[config.mk]
export PLATFORM = sky130hd
export DESIGN_NAME = tx_tse_tsq
export DESIGN_NICKNAME = d
export VERILOG_FILES = /design/src/rtl/tx_tse_tsq.sv
export SDC_FILE = /design/constraint.sdc
export NUM_CORES = 2
export LEC_CHECK = 0
export CORE_ASPECT_RATIO = 1.2
export CORE_MARGIN = 4
export CORE_UTILIZATION = 53
export DETAILED_ROUTE_END_ITERATION = 7
export GPL_TIMING_DRIVEN = 0
export HOLD_SLACK_MARGIN = 0.06
export PLACE_DENSITY_LB_ADDON = 0.12
export SETUP_SLACK_MARGIN = 0.1
export SYNTH_ARGS = -nofsm -noshare
export SYNTH_HDL_FRONTEND = slang
export SYNTH_SLANG_ARGS = --single-unit
[constraint.sdc]
create_clock -name tx_clk -period 18 [get_ports tx_clk]
set_input_delay 2.7 -clock tx_clk [delete_from_list [all_inputs] [get_ports tx_clk]]
set_output_delay 2.7 -clock tx_clk [all_outputs]
set_load 0.005 [all_outputs]
[src/rtl/tx_tse_tsq.sv]
// tx_tse_tsq -- transmit-side PTPv2 (L2) event timestamp engine with record queue.
//
// Sits on the 64-bit XGMII tx path between MAC and PCS. Each tx_clk_en_i cycle
// registers txd_i/txc_i onto txd_o/txc_o. In parallel it parses event frames.
// A frame that passes the header checks pushes one record into a DEPTH-entry
// first-word-fall-through queue. The record is the SFD timestamp plus the
// sourcePortIdentity, sequenceId and messageType.
//
// Optional feature: define TX_TSE_TSQ_VLAN_EN to accept one 802.1Q tag
// (ethertype 16'h8100) ahead of the PTP ethertype. All PTP offsets then move
// by 4 bytes. Without the macro, 16'h8100 counts as a non-PTP ethertype.
//
// Ports:
//   tx_clk, tx_rst         clock, synchronous active-high reset
//   tx_clk_en_i            qualifies input words and all parser state updates
//   txd_i/txc_i            XGMII in (lane 0 = bits [7:0])
//   txd_o/txc_o            XGMII out, one enabled cycle later
//   sfd_timestamp_i        {48b s, 32b ns}, sampled on the start word
//   sfd_ts_frac_ns_i       fractional ns, sampled on the start word
//   tsu_cfg_i              [0] enable new frames, [1] hold overflow count at 0
//   ts_valid_o/ts_pop_i    queue head valid / consume head (not clock-enable gated)
//   ts_time_o..ts_msgtype_o  head record fields (0 while empty)
//   ts_count_o             occupancy 0..DEPTH
//   ts_ovf_cnt_o           dropped records, saturating at 255
//   int_tx_ptp_o           one-cycle pulse per committed record (incl. dropped)
module tx_tse_tsq #(
  parameter int          DEPTH    = 8,
  parameter int          AW       = 3,
  parameter logic [15:0] MSG_MASK = 16'h000F
) (
  input  logic          tx_clk,
  input  logic          tx_rst,
  input  logic          tx_clk_en_i,
  input  logic [63:0]   txd_i,
  input  logic [7:0]    txc_i,
  output logic [63:0]   txd_o,
  output logic [7:0]    txc_o,
  input  logic [79:0]   sfd_timestamp_i,
  input  logic [15:0]   sfd_ts_frac_ns_i,
  input  logic [31:0]   tsu_cfg_i,
  output logic          ts_valid_o,
  input  logic          ts_pop_i,
  output logic [95:0]   ts_time_o,
  output logic [79:0]   ts_spid_o,
  output logic [15:0]   ts_seqid_o,
  output logic [3:0]    ts_msgtype_o,
  output logic [AW:0]   ts_count_o,
  output logic [7:0]    ts_ovf_cnt_o,
  output logic          int_tx_ptp_o
);

`ifdef TX_TSE_TSQ_VLAN_EN
  localparam bit VLAN_EN = 1'b1;
`else
  localparam bit VLAN_EN = 1'b0;
`endif

  localparam logic [63:0] IDLE_D = {8{8'h07}};

  typedef enum logic [1:0] {ST_IDLE, ST_HDR, ST_WAIT_EOF} state_t;

  typedef struct packed {
    logic [95:0] tstamp;
    logic [79:0] spid;
    logic [15:0] seqid;
    logic [3:0]  msgtype;
  } rec_t;

  state_t      state_q, state_d;
  logic [3:0]  cnt_q, cnt_d;        // index of the word currently on txd_i
  logic        vlan_q, vlan_d;
  logic [95:0] ts_q, ts_d;
  logic [79:0] spid_q, spid_d;
  logic [15:0] seqid_q, seqid_d;
  logic [3:0]  msgtype_q, msgtype_d;
  logic        commit_q, commit_d;
  logic [63:0] txd_q, txd_d;
  logic [7:0]  txc_q, txc_d;

  logic [AW-1:0] wr_ptr_q, wr_ptr_d, rd_ptr_q, rd_ptr_d;
  logic [AW:0]   count_q, count_d;
  logic [7:0]    ovf_q, ovf_d;
  rec_t          mem_q [DEPTH];
  rec_t          mem_d [DEPTH];

  logic [63:0] swp;                 // word byte-swapped: lane 0 lands in [63:56]
  logic        is_start, start_ok, is_term, has_ctrl;
  logic        pop, full, wr_en, drop;
  rec_t        head;
  logic        unused_cfg;

  assign unused_cfg = ^tsu_cfg_i[31:2];

  // Decode of the incoming word
  always_comb begin
    swp     = '0;
    is_term = 1'b0;
    for (int i = 0; i < 8; i++) begin
      swp[63-8*i -: 8] = txd_i[8*i +: 8];
      if (txc_i[i] && txd_i[8*i +: 8] == 8'hFD) is_term = 1'b1;
    end
  end

  assign is_start = txc_i[0] && (txd_i[7:0] == 8'hFB);
  assign start_ok = is_start && tsu_cfg_i[0];
  assign has_ctrl = |txc_i;

  // Parser FSM and header capture
  always_comb begin
    state_d   = state_q;
    cnt_d     = cnt_q;
    vlan_d    = vlan_q;
    ts_d      = ts_q;
    spid_d    = spid_q;
    seqid_d   = seqid_q;
    msgtype_d = msgtype_q;
    commit_d  = 1'b0;
    txd_d     = txd_q;
    txc_d     = txc_q;
    if (tx_clk_en_i) begin
      txd_d = txd_i;
      txc_d = txc_i;
      // A start word always (re)opens a frame, dropping any partial record
      if (start_ok) begin
        state_d = ST_HDR;
        cnt_d   = 4'd1;
        vlan_d  = 1'b0;
        ts_d    = {sfd_timestamp_i, sfd_ts_frac_ns_i};
      end else if (is_start) begin
        state_d = ST_IDLE;
      end else begin
        unique case (state_q)
          ST_HDR: begin
            if (has_ctrl) begin
              state_d = ST_IDLE;
            end else begin
              cnt_d = cnt_q + 4'd1;
              case (cnt_q)
                4'd2: begin
                  if (VLAN_EN && swp[31:16] == 16'h8100) begin
                    vlan_d = 1'b1;
                  end else if (swp[31:16] != 16'h88F7 || swp[3:0] != 4'd2 ||
                               !MSG_MASK[swp[11:8]]) begin
                    state_d = ST_WAIT_EOF;
                  end else begin
                    msgtype_d = swp[11:8];
                  end
                end
                4'd3: begin
                  if (vlan_q) begin
                    if (swp[63:48] != 16'h88F7 || swp[35:32] != 4'd2 ||
                        !MSG_MASK[swp[43:40]]) begin
                      state_d = ST_WAIT_EOF;
                    end else begin
                      msgtype_d = swp[43:40];
                    end
                  end
                end
                4'd5: begin
                  if (vlan_q) spid_d[79:64] = swp[15:0];
                  else        spid_d[79:32] = swp[47:0];
                end
                4'd6: begin
                  if (vlan_q) begin
                    spid_d[63:0] = swp;
                  end else begin
                    spid_d[31:0] = swp[63:32];
                    seqid_d      = swp[31:16];
                    commit_d     = 1'b1;
                    state_d      = ST_WAIT_EOF;
                  end
                end
                4'd7: begin
                  seqid_d  = swp[63:48];
                  commit_d = 1'b1;
                  state_d  = ST_WAIT_EOF;
                end
                default: ;
              endcase
            end
          end
          ST_WAIT_EOF: if (is_term) state_d = ST_IDLE;
          default: ;
        endcase
      end
    end
  end

  // Record queue. The read side runs every clock, independent of tx_clk_en_i.
  assign pop   = ts_pop_i && (count_q != '0);
  assign full  = (count_q == (AW+1)'(DEPTH));
  assign wr_en = commit_q && (!full || pop);
  assign drop  = commit_q && full && !pop;

  always_comb begin
    mem_d    = mem_q;
    wr_ptr_d = wr_ptr_q;
    rd_ptr_d = rd_ptr_q;
    count_d  = count_q + (AW+1)'(wr_en) - (AW+1)'(pop);
    ovf_d    = ovf_q;
    if (wr_en) begin
      mem_d[wr_ptr_q] = '{tstamp: ts_q, spid: spid_q, seqid: seqid_q, msgtype: msgtype_q};
      wr_ptr_d        = wr_ptr_q + AW'(1);
    end
    if (pop) rd_ptr_d = rd_ptr_q + AW'(1);
    // Clear is a level and wins over a same-cycle drop
    if (tsu_cfg_i[1])                   ovf_d = 8'd0;
    else if (drop && ovf_q != 8'hFF)    ovf_d = ovf_q + 8'd1;
  end

  always_ff @(posedge tx_clk) begin
    if (tx_rst) begin
      state_q   <= ST_IDLE;
      cnt_q     <= 4'd0;
      vlan_q    <= 1'b0;
      ts_q      <= '0;
      spid_q    <= '0;
      seqid_q   <= '0;
      msgtype_q <= '0;
      commit_q  <= 1'b0;
      txd_q     <= IDLE_D;
      txc_q     <= 8'hFF;
      wr_ptr_q  <= '0;
      rd_ptr_q  <= '0;
      count_q   <= '0;
      ovf_q     <= '0;
    end else begin
      state_q   <= state_d;
      cnt_q     <= cnt_d;
      vlan_q    <= vlan_d;
      ts_q      <= ts_d;
      spid_q    <= spid_d;
      seqid_q   <= seqid_d;
      msgtype_q <= msgtype_d;
      commit_q  <= commit_d;
      txd_q     <= txd_d;
      txc_q     <= txc_d;
      wr_ptr_q  <= wr_ptr_d;
      rd_ptr_q  <= rd_ptr_d;
      count_q   <= count_d;
      ovf_q     <= ovf_d;
    end
  end

  // Storage needs no reset: the head outputs are gated by the occupancy
  always_ff @(posedge tx_clk) begin
    mem_q <= mem_d;
  end

  assign head         = mem_q[rd_ptr_q];
  assign ts_valid_o   = (count_q != '0);
  assign ts_time_o    = ts_valid_o ? head.tstamp  : '0;
  assign ts_spid_o    = ts_valid_o ? head.spid    : '0;
  assign ts_seqid_o   = ts_valid_o ? head.seqid   : '0;
  assign ts_msgtype_o = ts_valid_o ? head.msgtype : '0;
  assign ts_count_o   = count_q;
  assign ts_ovf_cnt_o = ovf_q;
  assign int_tx_ptp_o = commit_q;
  assign txd_o        = txd_q;
  assign txc_o        = txc_q;

endmodule

* Word level (Yosys, flattened, before mapping)
Memory sizes are Yosys's and may differ from the RTL's.
Cells that the tools add are included.
** Cells by class
- Muxes and demuxes :: 36
- Multiply operators :: 0
- Divide/modulo/power cells :: 0
- Reductions and logical operators :: 43
- Shift-type cells :: 0
- Bitwise logic cells :: 9
- Eq/ne operators :: 31
- Add/sub/neg operators :: 6
- Order comparisons :: 5
** Operator list (count)
- $bwmux 1568 :: 1
- $bmux 196 s3 :: 1
- $demux 196 s3 :: 1
- $mux 196 :: 3
- $mux 96 :: 1
- $mux 80 :: 1
- $eq 8x8->1 const B :: 9
- $mux 32 :: 1
- $ne 16x16->1 const B :: 2
- $pmux 16 s2 :: 1
- $mux 4 :: 7
- $reduce_and 6->1 :: 3
- $logic_and 1x1->1 :: 16
- $mux 16 :: 1
- $reduce_and 7->1 :: 2
- $reduce_or 13->1 :: 1
- $eq 4x3->1 const B :: 3
- $ne 6x6->1 const B :: 2
- $mux 1 :: 11
- $lt 4x5->1 const B :: 2
- $mux 2 :: 5
- $reduce_and 9->1 :: 1
- $add 8x1->8 const B :: 1
- $eq 4x2->1 const B :: 2
- 27 further kinds :: 52
** Storage, ports and cells
- ROM bits :: 32
- Word-level logic and storage cells :: 179
- Bits in latches :: 0
- Register bits :: 1861
- Memories :: 2
- Input port bits :: 204
- RAM bits :: 0
** Memory list
- (name not given) :: depth 16, width 1, read ports 1, clocked after memory_dff 0, write ports 0, RTL line 152 : !MSG_MASK[swp[43:40]]) begin
- (name not given) :: depth 16, width 1, read ports 1, clocked after memory_dff 0, write ports 0, RTL line 143 : !MSG_MASK[swp[11:8]]) begin

* Logic depth before layout (Yosys ltp)
- Depth in word-level cells :: 14
- Mapped depth :: 14
- Gate-level depth less buffers :: 13

* Worst setup path after synthesis
No wires, ideal clock.
- Path type :: input to register
- Start point :: in ts_pop_i
- End point :: reg mem_q[1372] in the netlist's numbering, enable pin
- Stages :: 4
- Setup time :: 0.992 ns
- Path buffers :: 0
- Data arrival time :: 16.449 ns
- Data required time :: 17.008 ns
- Slack :: 0.559 ns
- Cells stage by stage :: nand2b_1 -> a31oi_1 -> nand2b_1 -> nor3_1
** On the way
- Cells in the longest elaborated chain, start to end :: 3
** Ends and longest elaborated chain
- from (decl) :: RTL line 42 : input logic ts_pop_i,
- $logic_and 1x1->1 :: RTL line 190 : assign pop = ts_pop_i && (count_q != '0);
- $logic_or 1x1->1 :: RTL line 192 : assign wr_en = commit_q && (!full || pop);
- $logic_and 1x1->1 :: RTL line 192
- to (signal assigned) :: RTL line 247 : mem_q <= mem_d;
- to (decl) :: RTL line 83 : rec_t mem_q [DEPTH];
Every way passes these cells.
A chain may end at the register's enable or synchronous reset.

* Worst setup path after layout
- Start point :: reg rd_ptr_q[1]
- End point :: out ts_spid_o[0]
** On the way
- Cells in the longest elaborated chain, start to end :: 5
** Ends and longest elaborated chain
- from (decl) :: RTL line 80 : logic [AW-1:0] wr_ptr_q, wr_ptr_d, rd_ptr_q, rd_ptr_d;
- from (signal assigned) :: RTL line 239 : rd_ptr_q <= rd_ptr_d;
- $not 3->4 (implied by the code) :: RTL line 250 : assign head = mem_q[rd_ptr_q];
- $bmux 196 s3 :: RTL line 250
- $mux 196 (implied by the code) (2 in series) :: RTL line 250
- $mux 80 :: RTL line 253 : assign ts_spid_o = ts_valid_o ? head.spid : '0;
- to (decl) :: RTL line 44 : output logic [79:0] ts_spid_o,
Every way passes these cells. The select of a mux whose other input is x is not followed.

==> reports/results.ini <==
[placement]
place_congestion = 0.837
place_hpwl_mm = 126
io_buffer_count = 453

[grt]
grt_pass1_vias = 38350
overflow = 0
grt_max_degree = 26
grt_pass1_wl_mm = 269
grtUsageTotal_pct = 27.0
antenna_found_initial = 13

[die]
ioPinCount = 486
die_w_um = 340
rows = 146
start_util_pct = 53.3
coreArea_mm2 = 0.132
die_area_mm2 = 0.138
chipHeight_um = 407

[synthesis]
synth_edf_count = 1568
synth_area_mm2 = 0.0703
synth_cells = 3792
synth_seq_cells = 1861
netlist-cell-type-count = 45
seq_area_frac_synth_pct = 75.4
yosys_warnings = 0
synthArstFlopShare_pct = 0
syn_nets = 4011
ys.flop_type = edfxtp_1
avgSynthCellArea_um2 = 18.5

[clock_network]
root_buffer = clkbuf_16
post_cts_resized = 0
post_cts_buffers = 0
cts_tree = yes
clock-sinks = 1861
clk_path_buf_depth = 3
clk_pin_slew_ns = 0.06
htree_levels = 4
numCtsBuffers = 176
clk_latency_ns = 0.79
ctsHoldBuffers = 0

[critical_path]
worstPathArrival_ns = 4.61
cp_num_buf_inv = 4
path_class = reg -> out
slowest_stage = clkbuf_1
path_common_cell = clkbuf_1
crit_chain = clkbuf_1 > clkbuf_1 > clkbuf_1 > mux4_2 > mux2i_1 > nor2_1 > clkdlybuf4s50_1
critPathLaunchType = flip-flop
cp.required_ns = 15.30
crit_fanout = 10
critPathTopFamily = buffers and inverters
slowest_delay_ns = 1.05
end_kind = output pin

[routing]
drtAntennaViolNets = 0
postRouteWirelength_mm = 185
dr.pass1.iters = 7
wl_per_cell_um = 28.7
vias = 38360
drc = 0
drt_iter0_drc = 4623
via_per_inst = 5.93

[sta]
setup_tns_ns = 0
min_period_over_period_pct = 40.6
relSlewSlack_pct = 7.71
max_freq_mhz = 137
setup_viol = 0
fin_crit_ns = 7.31
drv_slew = 0
rsz0062_at_grt = no
worstMarginPinSlew_ns = 1.38
skew_ns = 0.0203
hold_violations = 0

[finish]
fin_nets = 4752
utilization_pct = 64.4
syn_to_final_growth_pct = 20.8
drive_gt1_share_pct = 18.3

[pwr]
leakage_nw = 26.6
power.internal_mw = 8.52
vdd_drop_max_mv = 0.121
seqPwrFrac_pct = 40.3
combinationalPowerShare_pct = 26.6
p_per_area_mw_per_mm2 = 135
p_sw_mw = 2.97
sw_frac_of_total_pct = 25.9
p_clk_share_pct = 33.0

[outcome]
outcome = completed

[worst_hold_path]
hp-class = reg -> reg

[job]
max_cap_violations = 0

-- power groups by stage --
stage / registers, mW / logic, mW / clock network [mW]
after CTS: 4.63 / 3.12 / 3.85
after detailed placement: 4.73 / 3.11 / 0
after floorplan: 4.72 / 1.55 / 0
after global routing: 4.63 / 3.28 / 4.04
after global placement: 4.72 / 3.09 / 0
final: 4.63 / 3.06 / 3.79
-- cells in the final DEF (no fill, tap or decap), types with 5 or more instances in the layout --
master	count
edfxtp_1	1568
buf_6	43
clkbuf_16	185
xor2_1	12
a311oi_2	7
and3_1	6
nand3_1	22
nor2_4	6
inv_1	15
buf_2	58
nand2b_1	7
bufinv_16	20
buf_1	29
nor2b_1	35
clkdlybuf4s50_1	453
diode_2	7
buf_12	45
mux4_2	392
dfxtp_1	293
a211o_1	33
clkinvlp_4	5
clkbuf_1	169
clkinv_1	26
nor2_1	275
nand2_1	391
nand4_1	13
ha_1	14
buf_4	11
buf_16	14
clkbuf_8	17
nor3_1	9
a311oi_1	10
a21oi_1	180
clkinv_2	31
mux2i_1	241
-- path summary, 6_finish.rpt --
kind                            startpoint                     to  slack (ns)  depth (start not counted)
setup / recovery  rd_ptr_q[1]$_SDFFE_PP0P_           ts_spid_o[0]       10.69                          7
hold / removal       txd_o[3]$_SDFFE_PP0P_  txd_o[3]$_SDFFE_PP0P_        0.49                          2
setup reg to reg  ts_count_o[2]$_SDFF_PP0_  mem_q[1291]$_DFFE_PP_       13.66                         15
hold reg to reg      txd_o[3]$_SDFFE_PP0P_  txd_o[3]$_SDFFE_PP0P_        0.49                          2
-- flip-flops by register name, summed over array words and instances, names as in the netlist --
signal	cells
wr_ptr_q	3
ts_count_o	4
spid_q	80
seqid_q	16
ts_ovf_cnt_o	8
txc_o	8
ts_q	96
rd_ptr_q	3
msgtype_q	4
int_tx_ptp_o	1
mem_q	1568
txd_o	64
state_q	2
cnt_q	4
-- layout make-up --
class                   count  area [µm²]
diodes                      7        17.5
plain buffers             223         943
clock buffers             244        5020
clock inverters            88         943
fillers                  9291       47000
inverters                  15        56.3
multi-input cells        1693       16400
flip-flops and latches   1861       53000
well taps                1776        2220
repair buffers            563        6380
-- per-stage QoR --
step	worst slack, ns	instances	power (mW)	area [µm²]	hold slack, ns
after floorplan	0.559	3792	6.27	70300	0.462
after global placement	-15.23	6021	7.82	77000	0.472
after detailed placement	11.04	6130	7.83	78900	0.480
after CTS	10.55	6462	11.6	84800	0.497
after global routing	10.51	6465	12.0	84900	0.524
final	10.69	6470	11.5	84900	0.491
-- synthesized netlist by cell type, drive strengths merged (2+ instances only) --
master	number	share of area (%)
a211o	33	0.41
a21oi	180	1.3
a311oi	17	0.27
a31oi	4	0.036
and2	4	0.036
and3	6	0.053
and4	2	0.025
buf	93	0.64
clkbuf	130	0.69
dfxtp	293	8.3
edfxtp	1568	67
ha	14	0.25
inv	15	0.080
mux2i	241	3.4
mux4	392	13
nand2	391	2.1
nand2b	7	0.062
nand3	23	0.17
nand3b	4	0.043
nand4	13	0.12
nor2	282	1.5
nor2b	35	0.31
nor3	12	0.093
nor4	4	0.071
nor4b	2	0.025
or4	3	0.032
xnor2	2	0.025
xor2	12	0.15
-- routing by layer --
| metal | track usage (%) | part of all wire (%) |
|---|---|---|
| met5 | 0 | 0.019 |
| met3 | 5.28 | 8.6 |
| met4 | 8.57 | 2.9 |
| met1 | 39.1 | 41 |
| met2 | 42.1 | 47 |
-- logic make-up after synthesis --
| family | after synthesis | synth area share, % |
|---|---|---|
| adders and majority gates | 15 | 0.278 |
| muxes | 633 | 16.0 |
| and+or+nand+nor | 791 | 4.67 |
| DFF | 1861 | 75.4 |
| buffers and inverters | 238 | 1.42 |
| xor gates and xnor gates | 14 | 0.175 |
| AOI/OAI and AO/OA | 240 | 2.08 |
-- worst register-to-register path: stages, from the launching register on --
cell and delay, ns:
dfxtp_1 0.41, inv_1 0.11, ha_1 0.22, nand2b_1 0.16, a31oi_1 0.47, nand2_1 0.38
nor3_2 0.53, buf_6 0.23, buf_6 0.19, buf_6 0.19, buf_8 0.17, buf_4 0.19
buf_6 0.19, buf_4 0.22, buf_6 0.19, buf_6 0.17
(Power assumes the default switching activity.)
